[src/rtl/pwm_run_ctrl_if.sv]
// Bundle between the PWM register block (master) and the run sequencer (slave).
// The slave drives the run/armed/irq outputs plus a per-channel FSM state debug vector.
interface pwm_run_ctrl_if #(
   parameter int NPWM = 6,
   parameter int RPTW = 8
);
   logic [NPWM-1:0]      cfg_pwm_enb;
   logic [NPWM-1:0]      cfg_pwm_oneshot;
   logic [NPWM-1:0]      cfg_pwm_gpio_enb;
   logic [NPWM*RPTW-1:0] cfg_pwm_rpt;
   logic [NPWM-1:0]      sw_start;
   logic [NPWM-1:0]      sw_stop;
   logic                 sync_start;
   logic [NPWM-1:0]      pwm_os_done;
   logic [NPWM-1:0]      gpio_tgr;
   logic [NPWM-1:0]      irq_mask;
   logic [NPWM-1:0]      irq_clr;
   logic [NPWM-1:0]      pwm_run;
   logic [NPWM-1:0]      pwm_armed;
   logic [NPWM-1:0]      irq_stat;
   logic                 irq_o;
   logic [2*NPWM-1:0]    dbg_state;

   // Handshake: every input is either a level (cfg_*, irq_mask) or a single-cycle
   // pulse sampled on the rising edge of mclk; there is no valid/ready back-pressure.
   modport master (
      output cfg_pwm_enb, cfg_pwm_oneshot, cfg_pwm_gpio_enb, cfg_pwm_rpt,
      output sw_start, sw_stop, sync_start, pwm_os_done, gpio_tgr, irq_mask, irq_clr,
      input  pwm_run, pwm_armed, irq_stat, irq_o, dbg_state
   );

   modport slave (
      input  cfg_pwm_enb, cfg_pwm_oneshot, cfg_pwm_gpio_enb, cfg_pwm_rpt,
      input  sw_start, sw_stop, sync_start, pwm_os_done, gpio_tgr, irq_mask, irq_clr,
      output pwm_run, pwm_armed, irq_stat, irq_o, dbg_state
   );
endinterface

[src/rtl/pwm_run_ctrl.sv]
// Per-channel IDLE/ARMED/RUN sequencer driving cfg_pwm_run of the PWM bank, with
// one-shot repeat counting and sticky maskable done interrupts.
module pwm_run_ctrl #(
   parameter int NPWM = 6,
   parameter int RPTW = 8
) (
   input  logic          mclk,
   input  logic          h_reset_n,
   pwm_run_ctrl_if.slave bus
);

   typedef enum logic [1:0] {
      ST_IDLE  = 2'd0,
      ST_ARMED = 2'd1,
      ST_RUN   = 2'd2
   } state_t;

   state_t          r_state     [NPWM];
   state_t          w_nxt_state [NPWM];
   logic [RPTW-1:0] r_cnt       [NPWM];
   logic [RPTW-1:0] w_nxt_cnt   [NPWM];
   logic [NPWM-1:0] r_run;
   logic [NPWM-1:0] r_armed;
   logic [NPWM-1:0] r_irq_stat;
   logic [NPWM-1:0] w_done;
   logic [NPWM-1:0] w_start;
   logic [NPWM-1:0] w_nxt_run;
   logic [NPWM-1:0] w_nxt_armed;

   assign w_start = bus.sw_start | {NPWM{bus.sync_start}};

   always_comb begin
      for (int i = 0; i < NPWM; i++) begin
         w_nxt_state[i] = r_state[i];
         w_nxt_cnt[i]   = r_cnt[i];
         w_done[i]      = 1'b0;
         if (!bus.cfg_pwm_enb[i] || bus.sw_stop[i]) begin
            w_nxt_state[i] = ST_IDLE;
            w_nxt_cnt[i]   = '0;
         end else begin
            unique case (r_state[i])
               ST_IDLE: begin
                  if (w_start[i]) begin
                     w_nxt_state[i] = bus.cfg_pwm_gpio_enb[i] ? ST_ARMED : ST_RUN;
                     w_nxt_cnt[i]   = '0;
                  end
               end
               ST_ARMED: begin
                  if (bus.gpio_tgr[i]) w_nxt_state[i] = ST_RUN;
               end
               ST_RUN: begin
                  // >= rather than == so a repeat value lowered mid-run finishes instead of wrapping
                  if (bus.pwm_os_done[i] && bus.cfg_pwm_oneshot[i]) begin
                     if (r_cnt[i] >= bus.cfg_pwm_rpt[i*RPTW +: RPTW]) begin
                        w_done[i]      = 1'b1;
                        w_nxt_cnt[i]   = '0;
                        w_nxt_state[i] = bus.cfg_pwm_gpio_enb[i] ? ST_ARMED : ST_IDLE;
                     end else begin
                        w_nxt_cnt[i] = r_cnt[i] + RPTW'(1);
                     end
                  end
               end
               default: begin
                  w_nxt_state[i] = ST_IDLE;
                  w_nxt_cnt[i]   = '0;
               end
            endcase
         end
      end
   end

   always_comb begin
      for (int i = 0; i < NPWM; i++) begin
         w_nxt_run[i]   = (w_nxt_state[i] == ST_RUN);
         w_nxt_armed[i] = (w_nxt_state[i] == ST_ARMED);
      end
   end

   always_ff @(posedge mclk or negedge h_reset_n) begin
      if (!h_reset_n) begin
         for (int i = 0; i < NPWM; i++) begin
            r_state[i] <= ST_IDLE;
            r_cnt[i]   <= '0;
         end
         r_run      <= '0;
         r_armed    <= '0;
         r_irq_stat <= '0;
      end else begin
         for (int i = 0; i < NPWM; i++) begin
            r_state[i] <= w_nxt_state[i];
            r_cnt[i]   <= w_nxt_cnt[i];
         end
         r_run      <= w_nxt_run;
         r_armed    <= w_nxt_armed;
         // a completion in the same cycle as its clear wins
         r_irq_stat <= (r_irq_stat & ~bus.irq_clr) | w_done;
      end
   end

   always_comb begin
      bus.dbg_state = '0;
      for (int i = 0; i < NPWM; i++) bus.dbg_state[2*i +: 2] = r_state[i];
   end

   assign bus.pwm_run   = r_run;
   assign bus.pwm_armed = r_armed;
   assign bus.irq_stat  = r_irq_stat;
   assign bus.irq_o     = |(r_irq_stat & bus.irq_mask);

endmodule

[src/flat_wrapper.sv]
// flat-port wrapper written by rule: the top's interface ports become plain ports
module pwm_run_ctrl_flat 
#(
   parameter int NPWM = 6,
   parameter int RPTW = 8
)
  (mclk, h_reset_n, bus_cfg_pwm_enb, bus_cfg_pwm_oneshot, bus_cfg_pwm_gpio_enb, bus_cfg_pwm_rpt, bus_sw_start, bus_sw_stop, bus_sync_start, bus_pwm_os_done, bus_gpio_tgr, bus_irq_mask, bus_irq_clr, bus_pwm_run, bus_pwm_armed, bus_irq_stat, bus_irq_o, bus_dbg_state);
  pwm_run_ctrl_if #(.NPWM(NPWM), .RPTW(RPTW)) bus_i ();
  input  logic mclk;
  input  logic h_reset_n;
  input wire logic [$bits(bus_i.cfg_pwm_enb)-1:0] bus_cfg_pwm_enb;
  input wire logic [$bits(bus_i.cfg_pwm_oneshot)-1:0] bus_cfg_pwm_oneshot;
  input wire logic [$bits(bus_i.cfg_pwm_gpio_enb)-1:0] bus_cfg_pwm_gpio_enb;
  input wire logic [$bits(bus_i.cfg_pwm_rpt)-1:0] bus_cfg_pwm_rpt;
  input wire logic [$bits(bus_i.sw_start)-1:0] bus_sw_start;
  input wire logic [$bits(bus_i.sw_stop)-1:0] bus_sw_stop;
  input wire logic [$bits(bus_i.sync_start)-1:0] bus_sync_start;
  input wire logic [$bits(bus_i.pwm_os_done)-1:0] bus_pwm_os_done;
  input wire logic [$bits(bus_i.gpio_tgr)-1:0] bus_gpio_tgr;
  input wire logic [$bits(bus_i.irq_mask)-1:0] bus_irq_mask;
  input wire logic [$bits(bus_i.irq_clr)-1:0] bus_irq_clr;
  output wire logic [$bits(bus_i.pwm_run)-1:0] bus_pwm_run;
  output wire logic [$bits(bus_i.pwm_armed)-1:0] bus_pwm_armed;
  output wire logic [$bits(bus_i.irq_stat)-1:0] bus_irq_stat;
  output wire logic [$bits(bus_i.irq_o)-1:0] bus_irq_o;
  output wire logic [$bits(bus_i.dbg_state)-1:0] bus_dbg_state;
  assign bus_i.cfg_pwm_enb = bus_cfg_pwm_enb;
  assign bus_i.cfg_pwm_oneshot = bus_cfg_pwm_oneshot;
  assign bus_i.cfg_pwm_gpio_enb = bus_cfg_pwm_gpio_enb;
  assign bus_i.cfg_pwm_rpt = bus_cfg_pwm_rpt;
  assign bus_i.sw_start = bus_sw_start;
  assign bus_i.sw_stop = bus_sw_stop;
  assign bus_i.sync_start = bus_sync_start;
  assign bus_i.pwm_os_done = bus_pwm_os_done;
  assign bus_i.gpio_tgr = bus_gpio_tgr;
  assign bus_i.irq_mask = bus_irq_mask;
  assign bus_i.irq_clr = bus_irq_clr;
  assign bus_pwm_run = bus_i.pwm_run;
  assign bus_pwm_armed = bus_i.pwm_armed;
  assign bus_irq_stat = bus_i.irq_stat;
  assign bus_irq_o = bus_i.irq_o;
  assign bus_dbg_state = bus_i.dbg_state;
  pwm_run_ctrl #(.NPWM(NPWM), .RPTW(RPTW)) u_core (.mclk(mclk), .h_reset_n(h_reset_n), .bus(bus_i));
endmodule
[config.mk]
export PLATFORM = sky130hd
export DESIGN_NAME = pwm_run_ctrl_flat
export DESIGN_NICKNAME = d
export VERILOG_FILES = /design/src/rtl/pwm_run_ctrl_if.sv /design/src/rtl/pwm_run_ctrl.sv /design/src/flat_wrapper.sv
export SDC_FILE = /design/constraint.sdc
export NUM_CORES = 1
export LEC_CHECK = 0
export ABC_AREA = 1
export CORE_ASPECT_RATIO = 1.25
export CORE_UTILIZATION = 50
export DETAILED_ROUTE_END_ITERATION = 8
export GPL_ROUTABILITY_DRIVEN = 1
export PLACE_DENSITY = 0.81
export SYNTH_ARGS = -nofsm -noshare
export SYNTH_HDL_FRONTEND = slang
export SYNTH_SLANG_ARGS = --single-unit
[constraint.sdc]
create_clock -name mclk -period 2.1 [get_ports mclk]
set_clock_uncertainty 0.2 [all_clocks]
set_input_delay 0.525 -clock mclk [delete_from_list [all_inputs] [get_ports mclk]]
set_output_delay 0.525 -clock mclk [all_outputs]
set_load 0.01 [all_outputs]
== Word level (Yosys, flattened, before mapping) ==
Index checks and enable logic that the tools add are counted.
Storage, ports and cells
  register bits: 78
  bits in latches: 0
  bits in writable memories: 0
  memory bits (read-only): 0
  bits of input ports: 105
  memories kept: 0
Operators by class
  $add $sub $neg: 6
  $mul: 0
  div/mod/pow operators: 0
  magnitude comparators: 6
  equal/unequal tests: 42
  shift-type cells: 0
  muxes and demuxes: 102
  bitwise gates (word level): 5
  reduce and logical (&&, ||, !) cells: 31
Operators by type and width (number)
  two-way mux 8 bit: 24
  case mux 8 bit (3 select lines): 6
  two-way mux 2 bit: 36
  adder 8 x 1 -> 8 bit (second input constant): 6
  greater-or-equal comparator 8 bit: 6
  inequality test 3 x 1 -> 1 bit (second input constant): 12
  case mux 2 bit (3 select lines): 6
  two-way mux 1 bit: 30
  equality test 2 x 1 -> 1 bit (second input constant): 12
  equality test 2 bit (second input constant): 12
  AND reduction 3 bit: 6
  AND 6 bit: 2
  logical NOT 2 bit: 6
  inequality test 2 x 1 -> 1 bit (second input constant): 6
  bitwise OR 6 bit: 2
  logical AND 1 bit: 6
  logical NOT 1 bit: 6
  logical OR 1 bit: 6
  inverter 6 bit: 1
  OR reduction 6 bit: 1

== Longest topological paths before layout ==
Gate-level depths: netlist of the first run.
  word-level depth: 6
  gate-level depth with buffers: 14
  depth with buffers taken out: 14

== Worst setup path after synthesis of the first run ==
Ideal clock, no wire load.
  kind: input to register
  start: in bus_cfg_pwm_rpt[7]
  end: reg u_core.r_cnt[42] in the netlist's numbering
  library setup time: 0.072 ns
  arrival time: 1.562 ns
  data required time: 1.828 ns
  setup slack: 0.266 ns
  stages: 8
  buffers on the path: 0
  cell sequence: inv_1 > ha_1 > a21o_1 > nor2_1 > nand3_1 > o21ai_1 > inv_1 > nor2_1
Between the ends
  cells in the longest elaborated chain, start to end: 5
RTL lines
  start: declaration: line flat_wrapper.sv:14  | input wire logic [$bits(bus_i.cfg_pwm_rpt)-1:0] bus_cfg_pwm_rpt;
  greater-or-equal comparator 8 bit: line pwm_run_ctrl.sv:54  | if (r_cnt[i] >= bus.cfg_pwm_rpt[i*RPTW +: RPTW]) begin
  two-way mux 8 bit: line pwm_run_ctrl.sv:54
  two-way mux 8 bit: line pwm_run_ctrl.sv:53  | if (bus.pwm_os_done[i] && bus.cfg_pwm_oneshot[i]) begin
  case mux 8 bit (3 select lines): line pwm_run_ctrl.sv:41  | unique case (r_state[i])
  two-way mux 8 bit: line pwm_run_ctrl.sv:37  | if (!bus.cfg_pwm_enb[i] || bus.sw_stop[i]) begin
  end signal: indexed assignment: line pwm_run_ctrl.sv:91  | r_cnt[i] <= w_nxt_cnt[i];
  end: declaration: line pwm_run_ctrl.sv:20  | logic [RPTW-1:0] r_cnt [NPWM];
Every way passes these cells. The select of a mux whose other input is x is not followed.
A chain may end at the register's enable or synchronous reset.

==> results.txt, run 1 <==
The flow ran to the end, but the final reports show violations. The final reports fail on hold timing, setup timing. During placement, the flow inserted port buffers numbering 135. The number of top-level pins was 136; the number of cells on the worst reg-to-reg path was 7. For this run, the number of Yosys warnings is 0. In this run the number of H-tree levels came out at 3. Max-cap violations in this run came to 0. The critical path in this run is classified as in -> reg. In the post-synthesis netlist, the biggest area contributors are sky130_fd_sc_hd__dfrtp_1 36%, sky130_fd_sc_hd__ha_1 12%, sky130_fd_sc_hd__nand2_1 9.7%.

TritonCTS built the clock tree. STA puts the critical path data required time at 2150 ps. The first global-routing pass estimated 22000 um of wire. The die extent in x works out to 95.0 um. Ratio of routed vias to standard cells: 5.13.

Setup repair after global routing could not meet its margin everywhere. Timing would allow up to 0.463 GHz. The headroom to the max-slew limit was 71.8%; the count of vias placed by the detailed router was 5208. Counting instances in the post-synthesis netlist gives the leading cell types as 140 x sky130_fd_sc_hd__nand2_1, 129 x sky130_fd_sc_hd__inv_1, 78 x sky130_fd_sc_hd__dfrtp_1, 78 x sky130_fd_sc_hd__nor2_1, 54 x sky130_fd_sc_hd__ha_1.

For the final setup violation count, the log shows 11. In this run, CTS created clock tree buffers numbering 9. After detailed routing, the total wire length is 14000 um.

For this run, the post-layout net count is 1037. The number of antenna violations at the first check in global routing is 0, and the cell count after placement is 999. In the synthesized netlist the async set-or-reset flop fraction comes to 100%. The final antenna diode count was 0. The finished layout holds 1015 standard cells, fillers aside. The logs give 2 for the deepest clock path buffer count and 0 for the number of design rule violations left after detail routing. The number of rows in the core area came out at 42. For this design the static power due to leakage is 3.87 nW.

In this run the vertical extent of the chip is 118 um. After routing, the total negative slack on setup checks comes to -316 ps. The insertion delay of the later-clocked pin in the worst-skew pair was 330 ps; the final HPWL from detailed placement was 10700 um. The number of hold violations in the final report came out at 1. Dividing the final minimum period by the clock period gives 103%.

The die covers 11200 sq um. The global-route total usage across every layer is 24.7%, and the number of clock sinks seen by CTS is 78. The dominant register cell in the synthesized netlist was sky130_fd_sc_hd__dfrtp_1.

The tools report the overall power of the completed layout as 3.92 mW. The tightest min-delay check is of the in -> async type. At the end of routability-driven placement, the weighted congestion stood at 0.850. The post-route worst hold slack came out at -1.27 ps. At the pin with the least slew margin, the transition time is 423 ps. For the via count of the first global-routing pass, the log shows 5235. The starting utilization of the core area was 51.2%; the average detailed-routed wire length per instance was 13.8 um. STA puts the critical path data arrival time at 2210 ps. The power per unit of standard cell area was 499 nW/um^2; the highest net fanout along the worst path was 3. The cell area that synthesis handed to floorplanning was 5410 sq um. The share of the synthesized area in the top cell type is 36.1%.

Number of violations reported at the end of detailed-routing iteration 0: 190. Global routing finished with a remaining overflow of 0. The buffer cell driving the clock tree root is sky130_fd_sc_hd__clkbuf_16.

The number of enable flip-flop cells after synthesis was 0. The critical path endpoint category is a flop. The average instance in the mapped netlist occupies 7.66 sq um. STA classifies the critical path startpoint as a primary input. Synthesis inferred 78 register bits. Worst setup slack after layout: -60.8 ps. The final critical-path required period is 2160 ps, and the fraction of final layout cells sized beyond drive strength 1 is 20.2%. The synthesized netlist contains 36 unique library cells.

Once detail routing completed, the nets flagged for antenna violations numbered 0. The core region is 10600 sq um. When the netlist entered floorplanning its net count stood at 865.

The largest net degree at the start of global routing was 79; the number of cells produced by synthesis was 706. Of the synthesized area, sequential elements account for 36.1%. Clock-pin slew was measured on the worst setup and hold paths at 60 ps.

The run gives 0 as the number of max-slew violations in the final report. The cell with the most instances after synthesis was sky130_fd_sc_hd__nand2_1. Detailed-routing iteration count for the pre-antenna-repair pass: 4. Summed over all instances, the cell type with the most area after synthesis is sky130_fd_sc_hd__dfrtp_1.

The worst-case IR drop observed on VDD is 0.421 mV. The layout overhead on the synthesized area is 45.2%.
## area by class of cell
type / count / area, sq um
repair buffers: 162 / 1600
flip-flops and latches: 78 / 1960
fillers: 744 / 2710
inverters: 141 / 531
clock buffers: 13 / 270
clock inverters: 3 / 65.1
well taps: 132 / 165
multi-input cells: 486 / 3260
## flip-flops by register name (all words and copies together), names as in the netlist
name and count:
u_core.r_cnt 48, u_core.bus.pwm_armed 6, u_core.bus.irq_stat 6, u_core.bus.dbg_state 12, u_core.bus.pwm_run 6
## cell families after synthesis
family                     Yosys count  share of synthesized area (%)
adders and majority gates           54                           12.5
AOI/OAI and AO/OA                   80                           8.58
and+or+nand+nor                    321                           27.2
muxes                                1                          0.185
xor gates and xnor gates            30                           5.41
DFF                                 78                           36.1
buffers and inverters              142                           10.0
## timing repair
item | CTS | global route
buffers inserted | 0 | 0
hold buffers | 0 | 0
setup endpoints to repair | 28 | 53
pin swaps | 4 | 44
gates resized for setup | 20 | 90
## worst max-delay path, cell delays in order
cell and delay, ps:
sky130_fd_sc_hd__clkdlybuf4s50_1 490, sky130_fd_sc_hd__inv_1 60, sky130_fd_sc_hd__ha_1 310, sky130_fd_sc_hd__nand2_1 70
sky130_fd_sc_hd__nor2_1 140, sky130_fd_sc_hd__nand2_1 100, sky130_fd_sc_hd__nand2_2 110, sky130_fd_sc_hd__buf_6 100
sky130_fd_sc_hd__nand4_1 140, sky130_fd_sc_hd__a21oi_1 170
## layout by cell type, fill, tap and decap left out, types with 6 or more instances in the layout
cell / n
sky130_fd_sc_hd__inv_2: 24
sky130_fd_sc_hd__inv_1: 116
sky130_fd_sc_hd__ha_4: 14
sky130_fd_sc_hd__nand2_2: 24
sky130_fd_sc_hd__o21ai_0: 16
sky130_fd_sc_hd__or2_1: 6
sky130_fd_sc_hd__xor2_1: 23
sky130_fd_sc_hd__a21oi_2: 16
sky130_fd_sc_hd__nor2_1: 66
sky130_fd_sc_hd__buf_4: 25
sky130_fd_sc_hd__nand2_1: 126
sky130_fd_sc_hd__nand3_2: 6
sky130_fd_sc_hd__dlymetal6s2s_1: 13
sky130_fd_sc_hd__a21oi_1: 22
sky130_fd_sc_hd__dfrtp_1: 69
sky130_fd_sc_hd__clkdlybuf4s50_1: 116
sky130_fd_sc_hd__o31ai_1: 7
sky130_fd_sc_hd__o22ai_1: 6
sky130_fd_sc_hd__dfrtp_2: 9
sky130_fd_sc_hd__nor2_2: 20
sky130_fd_sc_hd__nand3_1: 43
sky130_fd_sc_hd__nand4_1: 11
sky130_fd_sc_hd__ha_1: 40
sky130_fd_sc_hd__clkbuf_16: 9
## final timing paths
check / start / to / slack, ps
worst min-delay path: h_reset_n / u_core.bus.pwm_armed[4] / -1
min in group mclk: u_core.r_cnt[40] / u_core.r_cnt[40] / 340
worst max register to register: u_core.r_cnt[45] / u_core.bus.pwm_armed[0] / 140
max in group asynchronous: h_reset_n / u_core.bus.dbg_state[9] / 1330
worst min register to register: u_core.r_cnt[40] / u_core.r_cnt[40] / 340
worst max-delay path: bus_cfg_pwm_rpt[37] / u_core.bus.dbg_state[8] / -60
## report_power, final
group          switching [mW]  leakage (nW)  internal (mW)
sequential             0.0268          1.07           1.53
clock                   0.583         0.166           1.14
combinational           0.306          2.64          0.338
## metrics by stage
step                util [%]  setup WS, ps  cell area, sq um
finish                  74.4         -60.8              7860
global route            74.4          -109              7860
CTS                     70.9         -67.0              7490
detailed placement      67.6          -690              7140
global placement        67.6          -634              7140
floorplan                  -           266              5410
## routing by layer
metal / vias to the layer above / track usage [%] / part of all wire, %
li1: 2581 / - / -
met2: 158 / 46.5 / 54
met1: 2446 / 27.0 / 39
met4: 0 / 8.24 / 1.8
met5: - / 0 / 0
met3: 23 / 4.38 / 5.3
Power figures use the tool's default switching activity.
==> run 2, diff against run 1 <==
CTS_CLUSTER_SIZE = 30   (was unset)
==> results of run 2 <==
The final DEF is identical to that of run 1; final timing and power are the same.
